### src/rtl/dll_tx_arbiter.sv
// dll_tx_arbiter: multiplexes Ack/Nak DLLPs, UpdateFC DLLPs and retry-buffer TLP beats onto PIPE TX,
// and keeps the per-class UpdateFC refresh timers.
module dll_tx_arbiter #(
   parameter int PIPE_DATA_WIDTH = 256,
   parameter int UFC_PERIOD      = 1024,
   parameter int UFC_CNT_W       = 11
) (
   input  logic                       sclk,
   input  logic                       srst_n,
   input  logic                       link_active_i,
   input  logic                       tlp_valid_i,
   input  logic [PIPE_DATA_WIDTH-1:0] tlp_data_i,
   input  logic                       tlp_last_i,
   output logic                       tlp_ready_o,
   input  logic                       ack_req_i,
   input  logic [47:0]                ack_dllp_i,
   output logic                       ack_gnt_o,
   input  logic [2:0]                 fc_req_i,
   input  logic [143:0]               fc_dllp_i,
   output logic [2:0]                 fc_gnt_o,
   output logic [PIPE_DATA_WIDTH-1:0] pipe_txdata_o,
   output logic                       pipe_txvalid_o,
   output logic                       pipe_txdllp_o
);
   localparam logic [UFC_CNT_W-1:0] TMAX = UFC_CNT_W'(UFC_PERIOD - 1);

   typedef enum logic {IDLE, IN_TLP} state_t;

   state_t               state;
   logic [2:0]           pend, urg, at_max, urg_eff, fc_sel;
   logic [UFC_CNT_W-1:0] tmr [3];
   logic                 idle_ok, dllp_gnt;
   logic [47:0]          dllp;

   for (genvar i = 0; i < 3; i++) begin : g_max
      assign at_max[i] = tmr[i] == TMAX;
   end

   // A class turns urgent the very cycle its timer saturates, not one cycle later.
   always_comb begin
      urg_eff     = urg | at_max;
      idle_ok     = link_active_i && state == IDLE;
      ack_gnt_o   = idle_ok && ack_req_i;
      fc_sel      = |urg_eff ? urg_eff : (tlp_valid_i ? 3'b000 : pend);
      fc_gnt_o    = (idle_ok && !ack_req_i) ? (fc_sel & (~fc_sel + 3'd1)) : 3'b000;
      tlp_ready_o = link_active_i && tlp_valid_i
                    && (state == IN_TLP || (!ack_req_i && !(|urg_eff)));
      dllp_gnt    = ack_gnt_o || |fc_gnt_o;
      dllp        = ack_gnt_o   ? ack_dllp_i
                  : fc_gnt_o[0] ? fc_dllp_i[47:0]
                  : fc_gnt_o[1] ? fc_dllp_i[95:48]
                  :               fc_dllp_i[143:96];
   end

   always_ff @(posedge sclk or negedge srst_n) begin
      if (!srst_n) begin
         state          <= IDLE;
         pend           <= '0;
         urg            <= '0;
         for (int i = 0; i < 3; i++) tmr[i] <= '0;
         pipe_txdata_o  <= '0;
         pipe_txvalid_o <= 1'b0;
         pipe_txdllp_o  <= 1'b0;
      end else begin
         pipe_txvalid_o <= tlp_ready_o || dllp_gnt;
         pipe_txdllp_o  <= dllp_gnt;
         pipe_txdata_o  <= tlp_ready_o ? tlp_data_i
                         : dllp_gnt    ? PIPE_DATA_WIDTH'(dllp)
                         :               '0;
         if (!link_active_i) begin
            state <= IDLE;
            pend  <= '0;
            urg   <= '0;
            for (int i = 0; i < 3; i++) tmr[i] <= '0;
         end else begin
            if (tlp_ready_o) state <= tlp_last_i ? IDLE : IN_TLP;
            pend <= (pend | fc_req_i) & ~fc_gnt_o;
            urg  <= (urg | at_max) & ~fc_gnt_o;
            for (int i = 0; i < 3; i++)
               tmr[i] <= fc_gnt_o[i] ? '0 : (at_max[i] ? tmr[i] : tmr[i] + UFC_CNT_W'(1));
         end
      end
   end
endmodule
### config.mk
export PLATFORM = sky130hd
export DESIGN_NAME = dll_tx_arbiter
export DESIGN_NICKNAME = d
export VERILOG_FILES = /design/src/rtl/dll_tx_arbiter.sv
export SDC_FILE = /design/constraint.sdc
export NUM_CORES = 1
export LEC_CHECK = 0
export CAP_MARGIN = 20
export CELL_PAD_IN_SITES_DETAIL_PLACEMENT = 1
export CELL_PAD_IN_SITES_GLOBAL_PLACEMENT = 1
export CORE_AREA = 2 2 279 281
export CTS_CLUSTER_SIZE = 14
export DETAILED_ROUTE_END_ITERATION = 7
export DIE_AREA = 0 0 281 283
export PLACE_DENSITY = 0.52
export SETUP_SLACK_MARGIN = 0.4
export SYNTH_ARGS = -nofsm -noshare
export SYNTH_HDL_FRONTEND = slang
export SYNTH_SLANG_ARGS = --single-unit
### constraint.sdc
create_clock -name sclk -period 2.1 [get_ports sclk]
set_input_delay 0.315 -clock sclk [delete_from_list [all_inputs] [get_ports sclk]]
set_output_delay 0.315 -clock sclk [all_outputs]
set_load 0.01 [all_outputs]
==> flow_metrics.tcl <==
set metrics [dict create \
    grt_max_degree 55 \
    ys_seq_area_frac 0.6590 \
    grt_pass1_wl_um 82810 \
    start_kind "flip-flop" \
    synth_top_area_cell "dfrtp_1" \
    start_util 0.1475 \
    yosys_warnings 0 \
    die_y_um 283 \
    synth_edf_count 0 \
    max_cap_viol_count 0 \
    final_core_util 0.3106 \
    die_area_um2 79520 \
    synth.avg_cell_area_um2 12.93 \
    ff_latch_area_um2 7458 \
    core_area_um2 76700 \
    ys_async_sr_fraction 1.000 \
    port_buffers 719 \
    setup_violations 285 \
    gr-usage-all-layers 0.1404 \
    synth_top_area_frac 0.6590 \
    drive_above_1_share 0.2610 \
    violations "negative setup slack" \
    synth_top_family_by_area "simple AND/OR/NAND/NOR gates" \
    numCtsBuffers 38 \
    synth_area_um2 11320 \
    hold_ws_ns 0.3226 \
    hold_viol 0 \
    synth_cells 875 \
    ant_nets 0 \
    worst_ep_arrival_time_ns 2.21 \
    remaining_drc_errors 0 \
    gp_congestion 0.8628 \
    clock-sinks 298 \
    path_class "flip-flop to output port" \
    yosys-top-cells-area "dfrtp_1 66%, and2_1 11%, a221o_1 4.2%, a22o_1 3.7%, o22a_1 3.7%" \
    grt_pass1_vias 12091 \
    grt_antenna_before_repair 6 \
    rsz0062_at_grt "true" \
    insertion_delay_ns 0.55 \
    ys.flop_type "dfrtp_1" \
    cts-htree-levels 2 \
    worstPathRequired_ns 1.78 \
    path_max_fanout 3 \
    max-slew-margin-rel 0.6277 \
    skew_ns 0.02379 \
    internal_power_w 0.01154 \
    synth-compound-area-share 0.1289 \
    clk_pin_slew_ns 0.06 \
    synth-xor-area-share 0.01548 \
    end_kind "output port" \
    ys_ff_latch 298 \
    p_per_area_nw_per_um2 641.9 \
    cts_root_buf "clkbuf_16" \
    multiInputGateArea_um2 4300 \
    clockBufferDepth 3 \
    max_freq_mhz 396.5 \
    post-route-period-util 1.201 \
    final_cell_mix "713 x clkdlybuf4s50_1, 297 x dfrtp_1, 191 x and2_4" \
    syn-num-nets 1335 \
    setup_ws_ns -0.4223 \
    wl_per_cell_um 21.64 \
    p_sw_w 0.003755 \
    p_clk_frac 0.425 \
    rows 102 \
    finalNetCount 2200 \
    viasPerCell 3.827 \
    period_needed_ns 2.522 \
    grt_remaining_overflow 0 \
    netSwitchingFraction 0.2455 \
    drv_slew 0 \
    peakVddDrop_mv 0.3296 \
    muxShareOfSynthArea 0.001769 \
    power.share.combinational 0.176 \
    final_common_cell "clkdlybuf4s50_1" \
    seq_power_share 0.399 \
    area_growth_pct 110.5 \
    dieWidth_um 281 \
    status "finished with violations" \
    worst_hold_path_type "primary input to async pin" \
    post-dp-hpwl_um 42190 \
    leakage_nw 10.17 \
    num_vias 10754 \
    dr.pass1.iters 4 \
    drtIter0Drc 326 \
    cts_tree "done" \
    synthDistinctLibCells 40 \
    synth-simple-area-share 0.1683 \
    wl_um 60800 \
    synth_fa_ha_area_frac 0.003317 \
    fillers 8321 \
    worst_pin_slew_ns 0.5584 \
    ios 720 \
]
## registers in the layout, indices dropped and copies added (netlist names)
signal / flops
pipe_txvalid_o: 1
pipe_txdata_o: 256
urg: 3
pend: 3
tmr: 33
pipe_txdllp_o: 1
state: 1
## cell usage after synthesis (3+ instances only)
| master | count |
|---|---|
| dfrtp_1 | 298 |
| and2_1 | 208 |
| nor2_1 | 51 |
| a221o_1 | 48 |
| a22o_1 | 48 |
| o22a_1 | 48 |
| clkbuf_1 | 45 |
| nand2_1 | 18 |
| nand3_1 | 13 |
| buf_2 | 12 |
| xnor2_1 | 11 |
| inv_1 | 9 |
| xor2_1 | 9 |
| nor3_1 | 6 |
| o21ai_0 | 5 |
| a21oi_1 | 3 |
| ha_1 | 3 |
| nand2b_1 | 3 |
| nand4_1 | 3 |
| nor3b_1 | 3 |
| nor4_1 | 3 |
| or3_1 | 3 |
## layer usage
metal / GRT usage / vias up / share of wire
met5: 0 / - / 0.00013
met4: 0.05481 / 2 / 0.031
met3: 0.04709 / 93 / 0.081
met2: 0.2493 / 480 / 0.52
met1: 0.1526 / 5391 / 0.37
li1: - / 4788 / -
## per-stage QoR
step | cell area [um2] | setup TNS, ns | power, W | setup slack, ns | cells
floorplan | 11730 | -0.7082 | 0.006723 | -0.06055 | 875
global placement | 20530 | -75.18 | 0.008453 | -0.5474 | 2666
detailed placement | 20530 | -77.75 | 0.008476 | -0.5277 | 2666
CTS | 22690 | -74.93 | 0.01540 | -0.5259 | 2768
global route | 23820 | -93.90 | 0.01598 | -0.5361 | 2810
finish | 23820 | -61.29 | 0.01529 | -0.4223 | 2810
## worst max-delay path, stage by stage (launching register included)
cell     delay [ns]
dfrtp_1        0.41
ha_4           0.19
nand2_4        0.07
nor4_4         0.04
buf_4          0.14
or4bb_4        0.54
a21oi_4        0.16
buf_6          0.12
## kinds of logic (layout without fill, tap and decap cells)
group	count (synthesis)	in the layout
AOI/OAI and AO/OA	160	160
xor gates and xnor gates	20	20
adders and majority gates	3	3
buffers and inverters	66	957
DFF	298	298
muxes	2	2
other	0	4
and+or+nand+nor	326	326
## worst paths after layout
| check | start | end | slack, ns | depth (start not counted) |
|---|---|---|---|---|
| worst min-delay path | srst_n | pipe_txdata_o[199] | 0.32 | 2 |
| min in group sclk | tlp_data_i[237] | pipe_txdata_o[237] | 0.33 | 2 |
| worst min register to register | tmr[10] | tmr[10] | 0.51 | 2 |
| max in group asynchronous | srst_n | pipe_txdata_o[47] | 1.02 | 3 |
| worst max register to register | tmr[1] | pipe_txdata_o[1] | -0.40 | 11 |
| worst max-delay path | tmr[1] | fc_gnt_o[1] | -0.42 | 7 |
## power groups by stage
stage	Sequential, W	Combinational, W	Clock, W
after floorplan	0.00629	0.000438	0
after global placement	0.00620	0.00226	0
after detailed placement	0.00620	0.00228	0
after CTS	0.00610	0.00250	0.00679
after global routing	0.00612	0.00286	0.00700
final	0.00610	0.00269	0.00650
## what timing repair did
item,CTS,global route
buffers inserted,23,16
hold buffers,1,0
setup endpoints to repair,560,561
cloned,12,22
hold endpoints to repair,42,0
resized for setup,154,159
pin swaps,7,6
## layout make-up
cell class	count	area share
clock inverters	14	0.005987
clock buffers	52	0.04512
inverters	9	0.001523
well taps	1040	0.05462
multi-input cells	511	0.1805
repair buffers	882	0.3987
diodes	4	0.0004202
flip-flops and latches	298	0.3131
(Power assumes the default switching activity.)
